==> src/rtl/tboom_rmt_pkg.sv <==
// Shared types for the rename-side checkpoint logic.
package tboom_rmt_pkg;

  localparam int CHECKPOINT_DEPTH = 8;
  localparam int TAG_W            = $clog2(CHECKPOINT_DEPTH);

  typedef logic [TAG_W-1:0]            tag_t;
  typedef logic [CHECKPOINT_DEPTH-1:0] br_mask_t;

  typedef enum logic [1:0] {
    IDLE    = 2'd0,
    RESTORE = 2'd1,
    DRAIN   = 2'd2
  } ckpt_state_e;

endpackage

==> src/rtl/tboom_prio_enc_lsb.sv <==
// Lowest-set-bit priority encoder with a valid flag.
module tboom_prio_enc_lsb #(
  parameter int WIDTH = 8,
  parameter int IDX_W = $clog2(WIDTH)
) (
  input  logic [WIDTH-1:0] req,
  output logic [IDX_W-1:0] idx,
  output logic             valid
);

  // Scan from the top down so the lowest set bit is the last assignment.
  always_comb begin
    idx   = '0;
    valid = |req;
    for (int i = WIDTH - 1; i >= 0; i--) begin
      if (req[i]) idx = IDX_W'(i);
    end
  end

endmodule

==> src/rtl/tboom_checkpoint_ctrl.sv <==
// Branch-checkpoint controller: allocates branch tags at rename, frees them on
// correct resolution and sequences a rename restore plus younger-slot kill on
// a mispredict.
//
// state   | meaning
// --------+-----------------------------------------------------------
// IDLE    | allocation and resolution accepted
// RESTORE | one cycle: rn_restore to rename unit, kill pulse out
// DRAIN   | RESTORE_BUBBLE stall cycles before allocation resumes
module tboom_checkpoint_ctrl
  import tboom_rmt_pkg::*;
#(
  parameter int CHECKPOINT_DEPTH = tboom_rmt_pkg::CHECKPOINT_DEPTH,
  parameter int TAG_W            = $clog2(CHECKPOINT_DEPTH),
  parameter int RESTORE_BUBBLE   = 1
) (
  input  logic                        clk,
  input  logic                        rst,
  input  logic                        alloc_req,
  output logic                        alloc_gnt,
  output logic [TAG_W-1:0]            alloc_tag,
  output logic [CHECKPOINT_DEPTH-1:0] alloc_br_mask,
  output logic [CHECKPOINT_DEPTH-1:0] live_mask,
  input  logic                        resolve_valid,
  input  logic [TAG_W-1:0]            resolve_tag,
  input  logic                        resolve_mispredict,
  output logic                        resolve_ready,
  output logic                        clear_valid,
  output logic [CHECKPOINT_DEPTH-1:0] clear_mask,
  output logic                        kill_valid,
  output logic [CHECKPOINT_DEPTH-1:0] kill_mask,
  output logic                        rn_checkpoint,
  output logic                        rn_restore,
  output logic [TAG_W-1:0]            rn_checkpoint_restore_pos,
  output logic                        stall
);

  localparam logic [2:0] BUBBLE_LOAD =
    (RESTORE_BUBBLE > 0) ? 3'(RESTORE_BUBBLE - 1) : 3'd0;

  ckpt_state_e                 state;
  logic [CHECKPOINT_DEPTH-1:0] older [CHECKPOINT_DEPTH];
  logic [2:0]                  bubble_cnt;
  logic [TAG_W-1:0]            pos_q;

  logic                        is_idle;
  logic                        any_free;
  logic                        res_hit;
  logic                        res_clr;
  logic                        res_mis;
  logic [CHECKPOINT_DEPTH-1:0] res_onehot;
  logic [CHECKPOINT_DEPTH-1:0] clr_bit;
  logic [CHECKPOINT_DEPTH-1:0] kill_set;
  logic [CHECKPOINT_DEPTH-1:0] alloc_onehot;

  tboom_prio_enc_lsb #(
    .WIDTH (CHECKPOINT_DEPTH),
    .IDX_W (TAG_W)
  ) u_free_enc (
    .req   (~live_mask),
    .idx   (alloc_tag),
    .valid (any_free)
  );

  // Decode resolution, allocation and the squash set for a mispredict.
  always_comb begin
    is_idle    = (state == IDLE);
    res_hit    = is_idle & resolve_valid & live_mask[resolve_tag];
    res_clr    = res_hit & ~resolve_mispredict;
    res_mis    = res_hit & resolve_mispredict;

    res_onehot              = '0;
    res_onehot[resolve_tag] = 1'b1;
    clr_bit                 = res_clr ? res_onehot : '0;

    // Younger slots are those that saw the resolved slot live when allocated.
    kill_set = res_onehot;
    for (int s = 0; s < CHECKPOINT_DEPTH; s++) begin
      if (live_mask[s] && older[s][resolve_tag]) kill_set[s] = 1'b1;
    end

    alloc_gnt     = alloc_req & is_idle & any_free &
                    ~(resolve_valid & resolve_mispredict);
    alloc_br_mask = live_mask & ~clr_bit;
    alloc_onehot  = '0;
    if (alloc_gnt) alloc_onehot[alloc_tag] = 1'b1;

    rn_checkpoint             = alloc_gnt;
    rn_checkpoint_restore_pos = is_idle ? alloc_tag : pos_q;
    resolve_ready             = is_idle;
    stall                     = ~is_idle | (alloc_req & ~alloc_gnt);
  end

  // State machine, slot bookkeeping and registered pulse outputs.
  always_ff @(posedge clk) begin
    if (rst) begin
      state       <= IDLE;
      live_mask   <= '0;
      bubble_cnt  <= '0;
      pos_q       <= '0;
      clear_valid <= 1'b0;
      clear_mask  <= '0;
      kill_valid  <= 1'b0;
      kill_mask   <= '0;
      rn_restore  <= 1'b0;
      for (int s = 0; s < CHECKPOINT_DEPTH; s++) older[s] <= '0;
    end else begin
      clear_valid <= 1'b0;
      clear_mask  <= '0;
      kill_valid  <= 1'b0;
      kill_mask   <= '0;
      rn_restore  <= 1'b0;

      case (state)
        IDLE: begin
          live_mask <= (live_mask & ~clr_bit & ~(res_mis ? kill_set : '0))
                       | alloc_onehot;
          for (int s = 0; s < CHECKPOINT_DEPTH; s++) begin
            if (alloc_gnt && (TAG_W'(s) == alloc_tag))
              older[s] <= alloc_br_mask;
            else if (res_clr)
              older[s][resolve_tag] <= 1'b0;
          end
          if (res_clr) begin
            clear_valid <= 1'b1;
            clear_mask  <= res_onehot;
          end
          if (res_mis) begin
            pos_q      <= resolve_tag;
            kill_valid <= 1'b1;
            kill_mask  <= kill_set;
            rn_restore <= 1'b1;
            state      <= RESTORE;
          end
        end

        RESTORE: begin
          if (RESTORE_BUBBLE == 0) begin
            state <= IDLE;
          end else begin
            bubble_cnt <= BUBBLE_LOAD;
            state      <= DRAIN;
          end
        end

        DRAIN: begin
          if (bubble_cnt == 3'd0) state <= IDLE;
          else bubble_cnt <= bubble_cnt - 3'd1;
        end

        default: state <= IDLE;
      endcase
    end
  end

endmodule

==> config.mk <==
export PLATFORM = sky130hd
export DESIGN_NAME = tboom_checkpoint_ctrl
export DESIGN_NICKNAME = d
export VERILOG_FILES = /design/src/rtl/tboom_rmt_pkg.sv /design/src/rtl/tboom_prio_enc_lsb.sv /design/src/rtl/tboom_checkpoint_ctrl.sv
export SDC_FILE = /design/constraint.sdc
export NUM_CORES = 1
export LEC_CHECK = 0
export CAP_MARGIN = 20
export CORE_UTILIZATION = 60
export DETAILED_ROUTE_END_ITERATION = 7
export PLACE_DENSITY = 0.85
export SLEW_MARGIN = 20
export SYNTH_ARGS = -nofsm -noshare
export SYNTH_HDL_FRONTEND = slang
export SYNTH_HIERARCHICAL = 1
export SYNTH_SLANG_ARGS = --single-unit
export TNS_END_PERCENT = 30
==> constraint.sdc <==
create_clock -name clk -period 3.3 [get_ports clk]
set_input_delay 0.66 -clock clk [delete_from_list [all_inputs] [get_ports clk]]
set_output_delay 0.66 -clock clk [all_outputs]
set_load 0.02 [all_outputs]
==> qor.csv, run 1 <==
metric,value,unit
status,"finished, final reports clean",
wl_per_cell,20.0,um
gr-usage-all-layers,0.373,
worst_path_most_repeated_cell,nand2_1,
ctsRootBufferMaster,clkbuf_8,
final_cells,687,
pwr-share-comb,0.113,
viasPerCell,6.21,
tightest_slew,0.650,ns
critical_path_class,reg2out,
max_stage_delay,0.58,ns
seqPwrFrac,0.522,
rsz0062_at_grt,no,
cpMaxStageDelayCell,dfxtp_1,
swShare,0.240,
crit_arrival,2.44,ns
diodes,0,
ys_seq_area_frac,0.529,
synth-seq-cells,90,
firstDrtPassIters,6,
dp_hpwl,9810,um
grt.overflow.total,0,
cts.clk_slew.worst_paths,0.08,ns
cp-end-kind,primary output,
cap_violations,0,
leakagePower,0.00236,uW
syn_inst,495,
p_int,1800,uW
critical-path-top-delay-family,simple AND/OR/NAND/NOR gates,
placementRows,31,
io_pins,53,
pwr-share-clk,0.365,
synthesis.nets,505,
insertion_delay,0.37,ns
die_h,88.3,um
period_minus_slack,3.10,ns
nNetsFinal,593,
numClockSinks,90,
drc,0,
synthArstFlopShare,0,
place_ws,-0.511,ns
ir_drop,0.281,mV
worstHoldPathType,reg2reg,
synth-main-ff-cell,edfxtp_1,
syn-mean-instance-area,9.02,um2
cp.required,2.64,ns
drt_wl_total,13700,um
setup_violations,0,
ys.warnings.count,6,
grt_pass1_vias,4003,
ctsHoldBuffers,0,
synth_top_area_cell,edfxtp_1,
drive_above_1_share,0.148,
finalMaxSlewViolations,0,
start_util,0.619,
max_freq,323,MHz
core_area,7210,um2
finalHoldViolCount,0,
synth_top_cell_area_share,0.376,
vias,4268,
grt_pass1_wl,20900,um
cts.path.max_buffers,2,
ctsHtreeMaxLevel,3,
fin_skew,0.0140,ns
powerDensity,419,nW/um2
grt_max_degree,32,
syn_area,4470,um2
synth_edf_count,56,
cts_tree,yes,
cts_inserted_buffers,9,
worst_slack,0.200,ns
critPathBufInv,2,
drt-initial-drc-count,480,
antenna_found_initial,0,
fp.dieW,88.3,um
timing.final.crit_share,0.939,
syn_to_final_growth,26.4,%
gp_congestion,1.02,
p_switching,568,uW
dieArea,7790,um2
startpoint_type,flip-flop,
drtAntennaViolNets,0,
dpl.cell_count,671,
ys_types,58,
cp_max_fo,9,
port-buffer-count,52,
relSlewSlack,0.565,
path_cells,inv_1 > nor4_2 > and3b_1 > nand2_1 > nand2_1 > clkdlybuf4s50_1,
synth_area_leaders,"edfxtp_1 38%, dfxtp_1 15%, nor2_1 8.0%",
## state kept, by name, summed over array words and instances, names as in the netlist
signal       flops
clear_valid      1
kill_mask        8
state            2
clear_mask       8
rn_restore       1
pos_q            3
live_mask        8
bubble_cnt       3
older           56
## synthesized netlist by cell type (all sizes together) (3+ instances only)
master and instances:
nand2 75, nor3 7, nand2b 5, a22oi 3
mux2i 14, nand3 17, dfxtp 34, o21bai 4
o21ai 28, clkbuf 9, nor2b 8, edfxtp 56
a31oi 4, nor2 95, buf 19, inv 34
a221o 3, mux2 3, a21oi 32, a2111oi 4
## tightest hold or removal path, stage by stage, from the launching register on
cell and delay (ns):
dfxtp_1 0.34, a21oi_1 0.06, nor2_1 0.08
## cells by family after synthesis
family,share of synthesized area
flip-flops,0.529
adder cells (fa/ha/maj),0.00560
AND/OR/NAND/NOR,0.216
buffers and inverters,0.0594
AO/OA/AOI/OAI,0.151
multiplexers,0.0389
## layer usage
metal	wire, um	vias up	share of wire	track usage
met5	0	-	0	0
met4	735	0	0.054	0.230
li1	-	1882	-	-
met1	4880	1973	0.36	0.478
met3	1730	67	0.13	0.0886
met2	6360	346	0.46	0.576
## placed cells by master, fill, tap and decap left out, types with 3 or more instances in the layout
cell	instances
dlygate4sd2_1	9
nand2b_1	5
o21ai_0	19
o21ai_2	6
nor2_1	95
buf_4	51
mux2i_1	14
dfxtp_1	34
o21bai_1	4
a22oi_1	3
inv_1	33
a21oi_1	32
clkbuf_8	9
clkdlybuf4s50_1	41
edfxtp_1	56
a221o_1	3
a31oi_1	4
nor3_1	6
nand3_1	17
nand2_1	75
mux2_2	3
nor2b_1	7
## metrics by stage
step	total power, uW	setup TNS [ns]	cell area [um2]	hold slack [ns]	utilization
3_3_place_gp	1510	-3.39	5390	0.471	0.747
4_1_cts	2350	0	5640	0.530	0.782
2_1_floorplan	1410	0	4470	0.454	-
5_1_grt	2420	0	5640	0.556	0.782
6_report	2370	0	5640	0.517	0.782
3_5_place_dp	1520	-4.34	5390	0.504	0.747
## power by group through the flow
stage | Combinational (uW) | Sequential, uW | Clock [uW]
6_report | 268 | 1230 | 863
3_3_place_gp | 254 | 1260 | 0
5_1_grt | 282 | 1240 | 897
4_1_cts | 262 | 1230 | 858
2_1_floorplan | 145 | 1260 | 0
3_5_place_dp | 259 | 1260 | 0
## cell type report
type | instances | area (um2)
Clock inverter | 4 | 73.8
Fill cell | 505 | 1570
Multi-Input combinational cell | 342 | 1870
Inverter | 35 | 131
Clock buffer | 12 | 156
Timing Repair Buffer | 105 | 928
Sequential cell | 90 | 2360
Tap cell | 99 | 124
## final timing paths
check	start	endpoint	slack, ns	depth (start not counted)
setup reg to reg	live_mask[6]	older[1][28]	0.36	9
hold reg to reg	pos_q[1]	pos_q[1]	0.52	2
setup / recovery	live_mask[6]	rn_checkpoint_restore_pos[2]	0.20	6
hold / removal	pos_q[1]	pos_q[1]	0.52	2
## what timing repair did
item,in CTS,in global routing
endpoints found under the hold margin,0,0
endpoints found under the setup margin,8,7
gates resized for setup,15,2
pin swaps,1,2
setup buffers,0,0
(Power assumes the default switching activity.)
==> run 2: changes to the inputs <==
--- a/config.mk
+++ b/config.mk
@@ -7,7 +7,6 @@
 export LEC_CHECK = 0
 export CAP_MARGIN = 20
-export CORE_UTILIZATION = 60
+export CORE_UTILIZATION = 43
 export DETAILED_ROUTE_END_ITERATION = 7
-export PLACE_DENSITY = 0.85
 export SLEW_MARGIN = 20
 export SYNTH_ARGS = -nofsm -noshare
==> constraint.sdc (replaced) <==
create_clock -name clk -period 3.3 [get_ports clk]
set_input_delay 0.825 -clock clk [delete_from_list [all_inputs] [get_ports clk]]
set_output_delay 0.825 -clock clk [all_outputs]
set_load 0.02 [all_outputs]
==> run 2 against run 1 <==
Compared with the run above:
- cell count increased by 8.6%
- sequential share of layout area is 1.6 points lower
- sequential cell count stayed put
- routed wire length up 6.2%
- utilization is 19 points lower
- global-route usage is 9.3 points lower
- clock power up 6.3%
- setup slack got worse by 0.20 ns
- count of clock-buffer cells in the layout is 2 lower
- critical path type is now in2out
- largest cell class unchanged
- largest power group unchanged
- highest routed layer unchanged
==> qor.csv, run 2 (synthesized netlist as in run 1, its figures left out) <==
metric,value,unit
syn_to_final_growth,31.3,%
drt_wl_total,14600,um
dieArea,10800,um2
cp_max_fo,4,
finalSetupTns,0,ns
finalHoldViolCount,0,
cts_tree,yes,
status,"finished, final reports clean",
wl_per_cell,19.5,um
fp.dieW,104,um
numClockSinks,90,
firstDrtPassIters,5,
regMostFlops,older,
crit_arrival,2.47,ns
gr-usage-all-layers,0.281,
core_area,9910,um2
grt.overflow.total,0,
cap_violations,0,
rsz0062_at_grt,yes,
reg2regPathDepth,9,
nNetsFinal,619,
viasPerCell,5.58,
timing.final.crit_share,0.999,
cp.required,2.47,ns
insertion_delay,0.38,ns
largest_reg_flops,56,
dp_hpwl,10400,um
diodes,0,
drtAntennaViolNets,0,
leakagePower,0.00248,uW
grt_pass1_wl,22800,um
cts_inserted_buffers,9,
vias,4166,
die_h,104,um
max_freq,303,MHz
finalMaxSlewViolations,0,
startpoint_type,input port,
fillers,931,
antenna_found_initial,0,
period_minus_slack,3.30,ns
place_ws,-0.754,ns
gp_congestion,0.931,
layout_common_cells,"95 x nor2_1, 78 x buf_4, 75 x nand2_1",
hold_depth,2,
worst_slack,0.00183,ns
ir_drop,0.282,mV
final_common_cell,nor2_1,
ctsHtreeMaxLevel,3,
port-buffer-count,52,
drc,0,
cts.path.max_buffers,2,
placed_area,5600,um2
ctsRootBufferMaster,clkbuf_8,
start_util,0.451,
placementRows,36,
relSlewSlack,0.600,
fin_skew,0.0104,ns
critical_path_class,in2out,
grt_max_degree,41,
drt-initial-drc-count,298,
setup_violations,0,
worstHoldPathType,reg2reg,
io_pins,53,
drive_above_1_share,0.192,
cts.clk_slew.worst_paths,0.09,ns
grt_pass1_vias,3963,
cp-end-kind,primary output,
powerDensity,414,nW/um2
tightest_slew,0.600,ns
final_area,5860,um2
[run 2: changes by cell type in the layout (fill, tap and decap cells not counted), moves of 2 or more]
cell,delta
clkdlybuf4s50_1,-2
clkdlybuf4s15_1,+2
dlygate4sd2_1,-3
clkbuf_2,+2
buf_4,+27
[run 2: critical path, stage by stage]
cell             delay, ns
clkdlybuf4s50_1       0.51
nor3b_2               0.22
o21ai_2               0.09
buf_4                 0.16
buf_4                 0.15
o21ai_2               0.15
inv_1                 0.05
dlygate4sd2_1         0.31
[run 2: metrics by stage]
stage / utilization / hold slack (ns) / power, uW / instances
after detailed placement: 0.565 / 0.500 / 1530 / 729
after global routing: 0.592 / 0.566 / 2510 / 746
after global placement: 0.565 / 0.471 / 1530 / 729
final: 0.592 / 0.521 / 2430 / 746
after floorplan: - / 0.454 / 1410 / 495
after CTS: 0.592 / 0.523 / 2420 / 746
[run 2: path summary, 6_finish.rpt]
kind	from	to	slack [ns]
max reg2reg	live_mask[7]	older[1][25]	0.56
min reg2reg	pos_q[0]	pos_q[0]	0.52
min	pos_q[0]	pos_q[0]	0.52
max	resolve_valid	alloc_br_mask[0]	0.002
[run 2: power breakdown]
| part | switching (uW) | total (uW) | internal (uW) | leakage (uW) |
|---|---|---|---|---|
| Combinational | 165 | 272 | 107 | 0.00151 |
| Clock | 418 | 917 | 499 | 0.000112 |
| Sequential | 14.2 | 1240 | 1220 | 0.000857 |
| Total | 598 | 2430 | 1830 | 0.00248 |
[run 2: cell type report]
class	count	area [um2]	share of cell area
Inverter	35	131	0.0224
Tap cell	133	166	0.0284
Multi-Input combinational cell	342	1870	0.318
Sequential cell	90	2360	0.403
Clock inverter	5	104	0.0177
Timing Repair Buffer	131	1110	0.189
Clock buffer	10	128	0.0218
[run 2: layer usage]
layer	part of all wire	wire length (um)	up-vias	GRT usage
met5	0	0	-	0
li1	-	-	1937	-
met1	0.43	6260	1996	0.390
met3	0.088	1280	36	0.0752
met4	0.026	378	0	0.0949
met2	0.46	6640	197	0.423
[run 2: what timing repair did]
| action | 4_1_cts | 5_1_grt |
|---|---|---|
| pin swaps | 1 | 1 |
| hold endpoints to repair | 0 | 0 |
| setup endpoints to repair | 8 | 15 |
| resized for setup | 20 | 9 |
| setup buffers | 2 | 0 |
| hold buffers | 0 | 0 |
==> run 3: changes to the inputs <==
Settings changed: PLACE_DENSITY set to 0.67.
Clock period 3.3 ns to 3 ns, I/O delays scaled along.
==> run 3 against run 2 <==
Compared with the run above:
- hold slack lost 0.0092 ns
- non-clock buffer count grew 8
- sequential cell count is the same
- critical path type unchanged
- register-to-register slack lost 0.44 ns
- die area is the same
- first-iteration DRC count grew 84%
- cell count grew 1.2%
- global-route usage shrank 0.29 points
- count of clock-buffer cells in the layout grew 2
==> qor.csv, run 3 (synthesized netlist as in run 1, its figures left out) <==
metric,value,unit
status,"finished, final reports clean",
numClockSinks,90,
cts_inserted_buffers,9,
critical-path-top-delay-family,buffers and inverters,
dpl.cell_count,735,
fin_skew,0.0153,ns
worst_path_most_repeated_cell,o21ai_2,
drtAntennaViolNets,0,
fillers,911,
wl_met3,1520,um
powerDensity,423,nW/um2
firstDrtPassIters,6,
die_h,104,um
diodes,0,
max_freq,342,MHz
critPathBufInv,4,
rrSetupSlack,0.12,ns
path_cells,clkdlybuf4s15_2 > mux2i_1 > o32ai_2 > o21ai_2 > buf_4 > o21ai_2 > inv_1 > clkdlybuf4s15_1,
placementRows,36,
port-buffer-count,52,
regMostFlops,older,
cts.path.max_buffers,2,
final_common_cell,nor2_1,
grt.overflow.total,0,
cts.clk_slew.worst_paths,0.10,ns
cp.required,2.25,ns
ir_drop,0.232,mV
drive_above_1_share,0.223,
worstHoldPathType,reg2reg,
rsz0062_at_grt,yes,
start_util,0.451,
cts_tree,yes,
startpoint_type,input port,
finalHoldViolCount,0,
gr-usage-all-layers,0.278,
critical_path_class,in2out,
nNetsFinal,627,
io_pins,53,
syn_to_final_growth,32.0,%
period_minus_slack,2.93,ns
dp_hpwl,10800,um
ctsHtreeMaxLevel,3,
dieArea,10800,um2
setup_violations,0,
wl_met2,6880,um
top_layer_used,met4,
crit_arrival,2.18,ns
wl_per_cell,19.6,um
fp.dieW,104,um
antenna_found_initial,0,
cp_max_fo,5,
gp_congestion,0.982,
finalMaxSlewViolations,0,
drt-met1-wl,5760,um
cap_violations,0,
layout_common_cells,"95 x nor2_1, 86 x buf_4, 75 x nand2_1",
largest_reg_flops,56,
drt-initial-drc-count,547,
drt_wl_total,14800,um
ctsRootBufferMaster,clkbuf_8,
relSlewSlack,0.584,
tightest_slew,0.621,ns
grt_max_degree,42,
grt_pass1_vias,4134,
max_stage_delay,0.29,ns
viasPerCell,5.71,
insertion_delay,0.36,ns
grt_pass1_wl,22700,um
timing.final.crit_share,0.976,
finalSetupTns,0,ns
core_area,9910,um2
post-route-util,0.595,
cpMaxStageDelayCell,clkdlybuf4s15_1,
final_cells,755,
cp-end-kind,primary output,
ctsHoldBuffers,0,
leakagePower,0.00253,uW
drc,0,
vias,4308,
[run 3: timing repair]
item / 4_1_cts / 5_1_grt
hold endpoints to repair: 0 / 0
endpoints found under the setup margin: 78 / 12
setup buffers: 2 / 2
gates resized for setup: 46 / 12
pin swaps: 3 / 3
[run 3: final timing paths]
kind	cells past startpoint	to	start
worst max-delay path	8	alloc_br_mask[4]	resolve_tag[0]
worst max register to register	10	older[1][30]	live_mask[4]
worst min register to register	2	pos_q[1]	pos_q[1]
worst min-delay path	2	pos_q[1]	pos_q[1]
[run 3: routing by layer]
metal / global-route usage / up-vias
met5: 0 / -
met4: 0.133 / 0
met3: 0.0664 / 52
met2: 0.437 / 230
met1: 0.360 / 2078
li1: - / 1948
[run 3: cell type report]
cell class | instances | area, um2 | area share
tap | 133 | 166 | 0.0282
sequential | 90 | 2360 | 0.401
clock buffer | 12 | 166 | 0.0282
multi-input combinational | 342 | 1880 | 0.319
clock inverter | 4 | 31.3 | 0.00530
timing repair buffer | 139 | 1150 | 0.196
inverter | 35 | 131 | 0.0223
[run 3: worst reg2reg max path: cells and delay by family, from the launching register on]
kind	cells	cell delay, ns
flops	1	0.44
compound gates	2	0.41
buf+inv	2	0.28
simple gates	6	1.42
[run 3: metrics by stage]
step | power (uW) | hold slack, ns | cell area (um2) | setup slack (ns)
2_1_floorplan | 1550 | 0.454 | 4470 | 0.0354
6_report | 2490 | 0.511 | 5900 | 0.0731
3_3_place_gp | 1690 | 0.475 | 5660 | -1.07
3_5_place_dp | 1690 | 0.488 | 5660 | -1.08
5_1_grt | 2570 | 0.568 | 5900 | -0.0125
4_1_cts | 2490 | 0.515 | 5860 | 0.000442
[run 3: power by group]
group | internal, uW | total [uW] | switching [uW]
logic | 120 | 312 | 192
clock network | 380 | 823 | 443
registers | 1350 | 1360 | 11.9
total | 1850 | 2490 | 647
